### src/rtl/id_stage_pipe_if.sv
// Handshake and datapath bundle between IF, the ID stage, EX and writeback.
// The ID stage takes the slave view; the driving environment takes the master view.
interface id_stage_pipe_if #(
  parameter int XLEN  = 32,
  parameter int NREGS = 32
);
  localparam int AW = $clog2(NREGS);

  logic            if_valid;
  logic [31:0]     if_instr;
  logic            id_ready;
  logic            flush;
  logic            ex_ready;
  logic            wb_we;
  logic [AW-1:0]   wb_addr;
  logic [XLEN-1:0] wb_data;
  logic            ex_valid;
  logic [XLEN-1:0] ex_rs_data;
  logic [XLEN-1:0] ex_rt_data;
  logic [XLEN-1:0] ex_imm;
  logic [AW-1:0]   ex_dest;
  logic [5:0]      ex_opcode;
  logic [5:0]      ex_funct;
  logic [4:0]      ex_ctrl;
  logic            ex_illegal;

  modport master (
    output if_valid, if_instr, flush, ex_ready, wb_we, wb_addr, wb_data,
    input  id_ready, ex_valid, ex_rs_data, ex_rt_data, ex_imm, ex_dest,
           ex_opcode, ex_funct, ex_ctrl, ex_illegal
  );

  modport slave (
    input  if_valid, if_instr, flush, ex_ready, wb_we, wb_addr, wb_data,
    output id_ready, ex_valid, ex_rs_data, ex_rt_data, ex_imm, ex_dest,
           ex_opcode, ex_funct, ex_ctrl, ex_illegal
  );
endinterface

### src/rtl/id_stage_pipe.sv
// MIPS-subset decode stage: register file, decode, load-use bubble, flush, registered ID/EX.
// Define ID_WB_BYPASS_EN to forward a same-cycle writeback into the captured operands.
module id_stage_pipe #(
  parameter int XLEN  = 32,
  parameter int NREGS = 32
) (
  input logic           clk,
  input logic           rst_n,
  id_stage_pipe_if.slave bus
);
  localparam int         AW     = $clog2(NREGS);
  localparam logic [5:0] NREGS6 = 6'(NREGS);

  localparam logic [5:0] OP_RTYPE  = 6'b000000;
  localparam logic [5:0] OP_REGIMM = 6'b000001;
  localparam logic [5:0] OP_J      = 6'b000010;
  localparam logic [5:0] OP_BEQ    = 6'b000100;
  localparam logic [5:0] OP_BNE    = 6'b000101;
  localparam logic [5:0] OP_ADDI   = 6'b001000;
  localparam logic [5:0] OP_SLTI   = 6'b001010;
  localparam logic [5:0] OP_ANDI   = 6'b001100;
  localparam logic [5:0] OP_ORI    = 6'b001101;
  localparam logic [5:0] OP_LB     = 6'b100000;
  localparam logic [5:0] OP_LW     = 6'b100011;
  localparam logic [5:0] OP_SB     = 6'b101000;
  localparam logic [5:0] OP_SW     = 6'b101011;

  logic [XLEN-1:0] r_rf [NREGS];

  logic            r_ex_valid;
  logic [XLEN-1:0] r_ex_rs_data;
  logic [XLEN-1:0] r_ex_rt_data;
  logic [XLEN-1:0] r_ex_imm;
  logic [AW-1:0]   r_ex_dest;
  logic [5:0]      r_ex_opcode;
  logic [5:0]      r_ex_funct;
  logic [4:0]      r_ex_ctrl;
  logic            r_ex_illegal;

  logic [5:0]      w_op;
  logic [4:0]      w_rs;
  logic [4:0]      w_rt;
  logic [4:0]      w_rd;
  logic            w_use_rs;
  logic            w_use_rt;
  logic            w_dest_rd;
  logic            w_dest_rt;
  logic            w_mem_rd;
  logic            w_mem_wr;
  logic            w_br;
  logic            w_jmp;
  logic            w_zext;
  logic            w_bad_op;
  logic [4:0]      w_dest_raw;
  logic            w_idx_bad;
  logic            w_illegal;
  logic [4:0]      w_dest;
  logic [4:0]      w_ctrl;
  logic [XLEN-1:0] w_imm;
  logic [XLEN-1:0] w_rs_rf;
  logic [XLEN-1:0] w_rt_rf;
  logic [XLEN-1:0] w_rs_data;
  logic [XLEN-1:0] w_rt_data;
  logic            w_wb_ok;
  logic            w_adv;
  logic            w_hazard;

  assign w_op = bus.if_instr[31:26];
  assign w_rs = bus.if_instr[25:21];
  assign w_rt = bus.if_instr[20:16];
  assign w_rd = bus.if_instr[15:11];

  always_comb begin
    w_use_rs  = 1'b0;
    w_use_rt  = 1'b0;
    w_dest_rd = 1'b0;
    w_dest_rt = 1'b0;
    w_mem_rd  = 1'b0;
    w_mem_wr  = 1'b0;
    w_br      = 1'b0;
    w_jmp     = 1'b0;
    w_zext    = 1'b0;
    w_bad_op  = 1'b0;
    case (w_op)
      OP_RTYPE:         begin w_use_rs = 1'b1; w_use_rt = 1'b1; w_dest_rd = 1'b1; end
      OP_ADDI, OP_SLTI: begin w_use_rs = 1'b1; w_dest_rt = 1'b1; end
      OP_ANDI, OP_ORI:  begin w_use_rs = 1'b1; w_dest_rt = 1'b1; w_zext = 1'b1; end
      OP_LB, OP_LW:     begin w_use_rs = 1'b1; w_dest_rt = 1'b1; w_mem_rd = 1'b1; end
      OP_SB, OP_SW:     begin w_use_rs = 1'b1; w_use_rt = 1'b1; w_mem_wr = 1'b1; end
      OP_BEQ, OP_BNE:   begin w_use_rs = 1'b1; w_use_rt = 1'b1; w_br = 1'b1; end
      OP_REGIMM:        begin w_use_rs = 1'b1; w_br = 1'b1; end
      OP_J:             w_jmp = 1'b1;
      default:          w_bad_op = 1'b1;
    endcase
  end

  // An out-of-range register index is flagged and its write suppressed.
  assign w_dest_raw = w_dest_rd ? w_rd : (w_dest_rt ? w_rt : 5'd0);
  assign w_idx_bad  = (w_use_rs && ({1'b0, w_rs} >= NREGS6)) ||
                      (w_use_rt && ({1'b0, w_rt} >= NREGS6)) ||
                      ({1'b0, w_dest_raw} >= NREGS6);
  assign w_illegal  = w_bad_op || w_idx_bad;
  assign w_dest     = w_illegal ? 5'd0 : w_dest_raw;
  assign w_ctrl     = w_illegal ? 5'd0 : {(w_dest != 5'd0), w_mem_rd, w_mem_wr, w_br, w_jmp};

  assign w_imm = w_jmp  ? {{(XLEN-26){1'b0}}, bus.if_instr[25:0]} :
                 w_zext ? {{(XLEN-16){1'b0}}, bus.if_instr[15:0]} :
                          {{(XLEN-16){bus.if_instr[15]}}, bus.if_instr[15:0]};

  assign w_rs_rf = (({1'b0, w_rs} < NREGS6) && (w_rs != 5'd0)) ? r_rf[w_rs[AW-1:0]] : '0;
  assign w_rt_rf = (({1'b0, w_rt} < NREGS6) && (w_rt != 5'd0)) ? r_rf[w_rt[AW-1:0]] : '0;

`ifdef ID_WB_BYPASS_EN
  assign w_rs_data = (w_wb_ok && (5'(bus.wb_addr) == w_rs)) ? bus.wb_data : w_rs_rf;
  assign w_rt_data = (w_wb_ok && (5'(bus.wb_addr) == w_rt)) ? bus.wb_data : w_rt_rf;
`else
  assign w_rs_data = w_rs_rf;
  assign w_rt_data = w_rt_rf;
`endif

  assign w_wb_ok = bus.wb_we && (bus.wb_addr != '0) && ({1'b0, 5'(bus.wb_addr)} < NREGS6);

  always_ff @(posedge clk or negedge rst_n) begin
    if (!rst_n) begin
      for (int i = 0; i < NREGS; i++) r_rf[i] <= '0;
    end else if (w_wb_ok) begin
      r_rf[bus.wb_addr] <= bus.wb_data;
    end
  end

  assign w_adv    = !r_ex_valid || bus.ex_ready;
  assign w_hazard = r_ex_valid && r_ex_ctrl[3] && (r_ex_dest != '0) &&
                    ((w_use_rs && (5'(r_ex_dest) == w_rs)) ||
                     (w_use_rt && (5'(r_ex_dest) == w_rt)));

  assign bus.id_ready = w_adv && !w_hazard && !bus.flush;

  always_ff @(posedge clk or negedge rst_n) begin
    if (!rst_n) begin
      r_ex_valid   <= 1'b0;
      r_ex_rs_data <= '0;
      r_ex_rt_data <= '0;
      r_ex_imm     <= '0;
      r_ex_dest    <= '0;
      r_ex_opcode  <= '0;
      r_ex_funct   <= '0;
      r_ex_ctrl    <= '0;
      r_ex_illegal <= 1'b0;
    end else if (bus.flush) begin
      r_ex_valid <= 1'b0;
    end else if (w_adv && w_hazard) begin
      r_ex_valid <= 1'b0;
      r_ex_ctrl  <= '0;
    end else if (w_adv && bus.if_valid) begin
      r_ex_valid   <= 1'b1;
      r_ex_rs_data <= w_rs_data;
      r_ex_rt_data <= w_rt_data;
      r_ex_imm     <= w_imm;
      r_ex_dest    <= w_dest[AW-1:0];
      r_ex_opcode  <= w_op;
      r_ex_funct   <= bus.if_instr[5:0];
      r_ex_ctrl    <= w_ctrl;
      r_ex_illegal <= w_illegal;
    end else if (w_adv) begin
      r_ex_valid <= 1'b0;
    end
  end

  assign bus.ex_valid   = r_ex_valid;
  assign bus.ex_rs_data = r_ex_rs_data;
  assign bus.ex_rt_data = r_ex_rt_data;
  assign bus.ex_imm     = r_ex_imm;
  assign bus.ex_dest    = r_ex_dest;
  assign bus.ex_opcode  = r_ex_opcode;
  assign bus.ex_funct   = r_ex_funct;
  assign bus.ex_ctrl    = r_ex_ctrl;
  assign bus.ex_illegal = r_ex_illegal;
endmodule

### src/flat_wrapper.sv
// flat-port wrapper written by rule: the top's interface ports become plain ports
module id_stage_pipe_flat 
#(
  parameter int XLEN  = 32,
  parameter int NREGS = 32
)
  (clk, rst_n, bus_if_valid, bus_if_instr, bus_flush, bus_ex_ready, bus_wb_we, bus_wb_addr, bus_wb_data, bus_id_ready, bus_ex_valid, bus_ex_rs_data, bus_ex_rt_data, bus_ex_imm, bus_ex_dest, bus_ex_opcode, bus_ex_funct, bus_ex_ctrl, bus_ex_illegal);
  id_stage_pipe_if #(.XLEN(XLEN), .NREGS(NREGS)) bus_i ();
  input logic clk;
  input logic rst_n;
  input wire logic [$bits(bus_i.if_valid)-1:0] bus_if_valid;
  input wire logic [$bits(bus_i.if_instr)-1:0] bus_if_instr;
  input wire logic [$bits(bus_i.flush)-1:0] bus_flush;
  input wire logic [$bits(bus_i.ex_ready)-1:0] bus_ex_ready;
  input wire logic [$bits(bus_i.wb_we)-1:0] bus_wb_we;
  input wire logic [$bits(bus_i.wb_addr)-1:0] bus_wb_addr;
  input wire logic [$bits(bus_i.wb_data)-1:0] bus_wb_data;
  output wire logic [$bits(bus_i.id_ready)-1:0] bus_id_ready;
  output wire logic [$bits(bus_i.ex_valid)-1:0] bus_ex_valid;
  output wire logic [$bits(bus_i.ex_rs_data)-1:0] bus_ex_rs_data;
  output wire logic [$bits(bus_i.ex_rt_data)-1:0] bus_ex_rt_data;
  output wire logic [$bits(bus_i.ex_imm)-1:0] bus_ex_imm;
  output wire logic [$bits(bus_i.ex_dest)-1:0] bus_ex_dest;
  output wire logic [$bits(bus_i.ex_opcode)-1:0] bus_ex_opcode;
  output wire logic [$bits(bus_i.ex_funct)-1:0] bus_ex_funct;
  output wire logic [$bits(bus_i.ex_ctrl)-1:0] bus_ex_ctrl;
  output wire logic [$bits(bus_i.ex_illegal)-1:0] bus_ex_illegal;
  assign bus_i.if_valid = bus_if_valid;
  assign bus_i.if_instr = bus_if_instr;
  assign bus_i.flush = bus_flush;
  assign bus_i.ex_ready = bus_ex_ready;
  assign bus_i.wb_we = bus_wb_we;
  assign bus_i.wb_addr = bus_wb_addr;
  assign bus_i.wb_data = bus_wb_data;
  assign bus_id_ready = bus_i.id_ready;
  assign bus_ex_valid = bus_i.ex_valid;
  assign bus_ex_rs_data = bus_i.ex_rs_data;
  assign bus_ex_rt_data = bus_i.ex_rt_data;
  assign bus_ex_imm = bus_i.ex_imm;
  assign bus_ex_dest = bus_i.ex_dest;
  assign bus_ex_opcode = bus_i.ex_opcode;
  assign bus_ex_funct = bus_i.ex_funct;
  assign bus_ex_ctrl = bus_i.ex_ctrl;
  assign bus_ex_illegal = bus_i.ex_illegal;
  id_stage_pipe #(.XLEN(XLEN), .NREGS(NREGS)) u_core (.clk(clk), .rst_n(rst_n), .bus(bus_i));
endmodule
### config.mk
export PLATFORM = sky130hd
export DESIGN_NAME = id_stage_pipe_flat
export DESIGN_NICKNAME = d
export VERILOG_FILES = /design/src/rtl/id_stage_pipe_if.sv /design/src/rtl/id_stage_pipe.sv /design/src/flat_wrapper.sv
export SDC_FILE = /design/constraint.sdc
export NUM_CORES = 2
export LEC_CHECK = 0
export BUFFER_PORTS_ARGS = -buffer_cell sky130_fd_sc_hd__buf_2
export CORE_MARGIN = 5
export CORE_UTILIZATION = 50
export DETAILED_ROUTE_END_ITERATION = 12
export GPL_ROUTABILITY_DRIVEN = 0
export MAX_ROUTING_LAYER = met4
export PLACE_DENSITY = 0.64
export SYNTH_ARGS = -nofsm -noshare
export SYNTH_HDL_FRONTEND = slang
export SYNTH_SLANG_ARGS = --single-unit
### constraint.sdc
create_clock -name clk -period 6.4 [get_ports clk]
set_input_delay 0.64 -clock clk [delete_from_list [all_inputs] [get_ports clk]]
set_output_delay 0.64 -clock clk [all_outputs]
set_load 0.005 [all_outputs]
=== After elaboration in Yosys (flattened, before gate mapping) ===
Index checks and enable logic that the tools add are counted.
W data, S select, Z words.

* Bits in registers: 1144
* Input bits: 75
* Output and inout port bits: 121
* Logic and storage cells: 131

* Order comparisons: 4
* Equality and inequality tests: 14
* Muxes and demuxes: 33
* Bitwise logic cells: 5
* Reductions and logical operators: 34

{| class="wikitable"
|+ Operators by type and width
! operator !! count
|-
| $bwmux W1024 || 1
|-
| $bmux W32 S5 || 2
|-
| $mux W32 || 9
|-
| $demux W32 S5 || 1
|-
| $mux W5 || 6
|-
| $reduce_bool A5 Y1 || 5
|-
| $eq A6 B4 Y1 const B || 4
|-
| $eq A6 B6 Y1 const B || 4
|-
| $ge A6 B6 Y1 const B || 3
|-
| $not A5 Y6 || 3
|-
| $mux W1 || 14
|-
| $reduce_or A13 Y1 || 1
|-
| $eq A6 B3 Y1 const B || 2
|-
| $reduce_or A12 Y1 || 1
|-
| $logic_and A1 B1 Y1 || 11
|-
| $eq A5 B5 Y1 || 2
|-
| $eq A6 B1 Y1 const B || 1
|-
| $eq A6 B2 Y1 const B || 1
|-
| $logic_not A6 Y1 || 1
|-
| $lt A6 B1 Y1 const B || 1
|-
| $reduce_or A2 Y1 || 3
|-
| $reduce_or A6 Y1 || 1
|-
| $reduce_or A5 Y1 || 1
|-
| $reduce_bool A4 Y1 || 1
|-
| other kinds (7) || 11
|}

=== Longest topological paths before layout ===
* Word-level depth: 10
* Mapped depth: 9
* Mapped depth without buffers: 5

=== Least setup slack after synthesis ===
Ideal clock, no wire load.

* Path kind: in2out
* Start point: in bus_if_instr[26]
* End point: out bus_id_ready
* Data arrival time: 2.013 ns
* Required time: 5.760 ns
* Path slack: 3.747 ns
* Stages on the path: 7
* Buffers on the path: 2
* Cell sequence: buf_4 -> xnor2_1 -> and3_1 -> o211a_1 -> nor2_1 -> clkbuf_1 -> and2_1

* Cells in the longest elaborated chain, start to end: 9

{| class="wikitable"
|+ Ends and longest elaborated chain
! element !! line !! RTL
|-
| from (decl) || flat_wrapper.sv:12 || <nowiki>input wire logic [$bits(bus_i.if_instr)-1:0] bus_if_instr;</nowiki>
|-
| $eq A6 B4 Y1, or another cell as far along || id_stage_pipe.sv:84 || <nowiki>case (w_op)</nowiki>
|-
| $reduce_or A12 Y1 (no source line) or $reduce_or A5 Y1 (tied branches) || -- ||
|-
| $mux W1 || id_stage_pipe.sv:84 ||
|-
| $logic_and A1 B1 Y1 (on tied branches) || id_stage_pipe.sv:133, id_stage_pipe.sv:134 ||
|-
| $logic_or A1 B1 Y1 (*) || id_stage_pipe.sv:133 || <nowiki>((w_use_rs && (5'(r_ex_dest) == w_rs)) ||</nowiki>
|-
| $logic_and A1 B1 Y1 (*) || id_stage_pipe.sv:132 || <nowiki>assign w_hazard = r_ex_valid && r_ex_ctrl[3] && (r_ex_dest != '0) &&</nowiki>
|-
| $logic_not A1 Y1 (*) || id_stage_pipe.sv:136 || <nowiki>assign bus.id_ready = w_adv && !w_hazard && !bus.flush;</nowiki>
|-
| $logic_and A1 B1 Y1 (*) (2 in a row) || id_stage_pipe.sv:136 ||
|-
| to (decl) || flat_wrapper.sv:18 || <nowiki>output wire logic [$bits(bus_i.id_ready)-1:0] bus_id_ready;</nowiki>
|}

Mark *: on every way between the ends. The rest lies on a longest branch, timed or not.

=== Worst setup path in the final report ===
* Start point: reg u_core.r_ex_dest[0], in the netlist u_core.bus.ex_dest[0]
* End point: out bus_id_ready

* Cells in the longest elaborated chain, start to end: 7

{| class="wikitable"
|+ Ends and longest elaborated chain
! element !! line !! RTL
|-
| from (decl) || id_stage_pipe.sv:34 || <nowiki>logic [AW-1:0] r_ex_dest;</nowiki>
|-
| from (signal assigned) || id_stage_pipe.sv:159 || <nowiki>r_ex_dest <= w_dest[AW-1:0];</nowiki>
|-
| $eq A5 B5 Y1 (on tied branches) || id_stage_pipe.sv:133, id_stage_pipe.sv:134 ||
|-
| $logic_and A1 B1 Y1 (on tied branches) || id_stage_pipe.sv:133, id_stage_pipe.sv:134 ||
|-
| $logic_or A1 B1 Y1 || id_stage_pipe.sv:133 ||
|-
| $logic_and A1 B1 Y1 (*) || id_stage_pipe.sv:132 ||
|-
| $logic_not A1 Y1 (*) || id_stage_pipe.sv:136 ||
|-
| $logic_and A1 B1 Y1 (*) (2 in a row) || id_stage_pipe.sv:136 ||
|}

Marks and branches as above.

==> qor.yml <==
die:
  die-height_um: 351
  fp.dieW_um: 351
  num_rows: 125
  fp.dieArea_um2: 123000
  start_util_pct: 50.2
  core_area_um2: 116000
  ios: 196
timing:
  setup_viol: 0
  tns_ps: 0
  rsz0062_at_grt: "no"
  hold_viol: 0
  post-route-period-util_pct: 57.7
  drv_slew: 0
  tightest_slew_ps: 1180
  layout_min_cycle_time_ps: 3700
  relSlewSlack_pct: 21.1
  whs_ps: 117
  fmax_mhz: 271
  finalClockSkew_ps: 21.8
hold_path:
  hold_path.class: "in2reg"
power:
  peakVddDrop_v: 0.000273
  leakage_nw: 28.5
  power_density_nw_per_um2: 327
synth:
  synth_top_area_share_pct: 48.7
  ys.flop_type: "dfrtp_1"
  ys_ff_latch: 1133
  yosysTopAreaCell: "dfrtp_1"
  synth-async-reset-ratio_pct: 100
  ys_types: 55
  yosysSeqAreaShare_pct: 48.7
  ys_warn_count: 0
  yosysMostFrequentCell: "dfrtp_1"
  synth_edf_count: 0
  synth_cells: 3977
  syn_area_per_cell_um2: 14.6
  synth_common_cells: "dfrtp_1 (1,133), mux2_2 (1,113), mux4_2 (385)"
  synthesis.nets: 4052
  synth_area_um2: 58200
  synthTopCellsByArea: "dfrtp_1 (49%), mux2_2 (22%), mux4_2 (15%), mux2i_1 (3.6%), clkbuf_1 (1.5%)"
clocking:
  worstSkewPairLatency_ps: 740
  cts_hold_buf: 1
  clock-sinks: 1133
  htree_levels: 4
  cts_setup_buffers: 0
  clk_path_buf_depth: 3
  cts_inserted_buffers: 131
  cts.clk_slew.worst_paths_ps: 60
  post_cts_resize_count: 0
  clockRootBuffer: "clkbuf_16"
  cts_tree: "built"
cells_and_area:
  multi_input_area_um2: 28100
  regArea_um2: 28400
  final.fill_count: 9327
  layout.nets: 4014
  layout-drive-gt1-share_pct: 50.1
  synthToLayoutAreaGrowth_pct: 10.9
placed_design:
  io_buffer_count: 195
  hpwl_um: 105000
global_route:
  antenna_found_initial: 9
  grt_pass1_wl_um: 279000
  grt_pass1_vias: 38700
  gr-usage-all-layers_pct: 32.0
  grt_max_degree: 177
  gr-total-overflow: 0
worst_setup_path:
  worstPathArrival_ps: 3060
  crit_required_ps: 5760
  worstSetupPathType: "reg2out"
  r2r_slack_ps: 3630
  cp_max_fo: 33
  crit_family: "buffers and inverters"
  cp_slowest_stage_delay_ps: 650
  crit_slowest_cell: "buf_4"
  critPathLaunchType: "flip-flop"
  path_cells: "nor4_1, a211oi_1, o211a_1, nor2_4, buf_4, and2_1, buf_2"
  critPathBufInv: 2
  end_kind: "output port"
drt:
  routed_wl_um: 190000
  ant_nets: 0
  vias: 38200
  via_per_inst: 6.86
  drtIter0Drc: 4033
  drt_pre_antenna_iters: 5
  post_drt_wl_per_cell_um: 34.2
  drc: 0
status:
  outcome: "finished, final reports clean"
run:
  cap_violations: 0
final cells by class:
class,count,area share (%)
Sequential cell,1133,43.9
Multi-Input combinational cell,2384,43.5
Clock buffer,198,6.09
Tap cell,1524,2.95
Timing Repair Buffer,276,2.87
Clock inverter,33,0.597
Inverter,13,0.0756
Antenna cell,6,0.0233
path summary, 6_finish.rpt:
path / startpoint / endpoint / cells after the start
setup reg to reg: u_core.bus.ex_dest[2]$_DFFE_PN0P_ / u_core.bus.ex_rt_data[20]$_DFFE_PN0P_ / 6
hold reg to reg: u_core.r_rf[1005]$_DFFE_PN0P_ / u_core.r_rf[1005]$_DFFE_PN0P_ / 0
min in group asynchronous: rst_n / u_core.r_rf[103]$_DFFE_PN0P_ / 2
setup / recovery: u_core.bus.ex_dest[0]$_DFFE_PN0P_ / bus_id_ready / 7
hold / removal: bus_flush / u_core.bus.ex_valid$_DFFE_PN0P_ / 2
max in group asynchronous: rst_n / u_core.r_rf[314]$_DFFE_PN0P_ / 4
cell usage in the layout, fill, tap and decap left out, types with 21 or more instances in the layout:
master | Yosys | layout
a21oi_1 | 28 | 28
a221o_1 | 30 | 30
a22oi_1 | 58 | 58
a32o_1 | 35 | 35
buf_2 | 119 | 186
buf_4 | 25 | 66
clkbuf_1 | 232 | 36
clkbuf_16 | 0 | 139
clkbuf_8 | 0 | 23
dfrtp_1 | 1133 | 1133
mux2_2 | 1113 | 1113
mux2i_1 | 209 | 209
mux4_2 | 385 | 385
nand2_1 | 111 | 95
nand3_1 | 21 | 21
nor2_1 | 52 | 34
nor4_1 | 39 | 39
o221ai_1 | 24 | 24
o22ai_1 | 111 | 111
metrics by stage:
step	instance area, um^2	utilization (%)	std cells	setup slack (ps)	total power [mW]
3_5_place_dp	60200	52.0	5329	2490	13.6
3_3_place_gp	60200	52.0	5329	2520	13.5
5_1_grt	64500	55.7	5567	2600	22.0
6_report	64500	55.7	5567	2700	21.1
4_1_cts	64500	55.7	5561	2660	21.2
2_1_floorplan	58200	-	3977	3750	12.2
cell families (layout without fill, tap and decap cells):
| kind of cell | after synthesis | count (layout) | share of synthesized area [%] |
|---|---|---|---|
| buf+inv | 460 | 520 | 3.55 |
| mux | 1720 | 1720 | 40.5 |
| other cells | 0 | 6 | 0 |
| xor+xnor | 12 | 12 | 0.181 |
| simple gates | 296 | 296 | 2.50 |
| compound gates | 356 | 356 | 4.56 |
| flops | 1133 | 1133 | 48.7 |
registers in the layout, indices dropped and copies added, names as in the netlist:
register,cells
u_core.bus.ex_opcode,6
u_core.bus.ex_illegal,1
u_core.bus.ex_funct,5
u_core.bus.ex_ctrl,5
u_core.r_rf,1024
u_core.bus.ex_dest,5
u_core.bus.ex_imm,22
u_core.bus.ex_rs_data,32
u_core.bus.ex_rt_data,32
u_core.bus.ex_valid,1
per-layer routing:
layer	vias up	GRT usage [%]	share of wire, %
li1	15200	-	-
met4	0	10.8	3.6
met1	20900	44.9	42
met3	398	5.75	7.7
met2	1744	47.8	46
met5	-	-	0
power by group:
| part | total (mW) | internal (mW) | switching [mW] |
|---|---|---|---|
| combinational | 3.90 | 2.32 | 1.57 |
| clock | 7.60 | 4.55 | 3.05 |
| sequential | 9.63 | 8.53 | 1.09 |
| total | 21.1 | 15.4 | 5.72 |
Note: power is estimated with default switching activity, not from simulation.
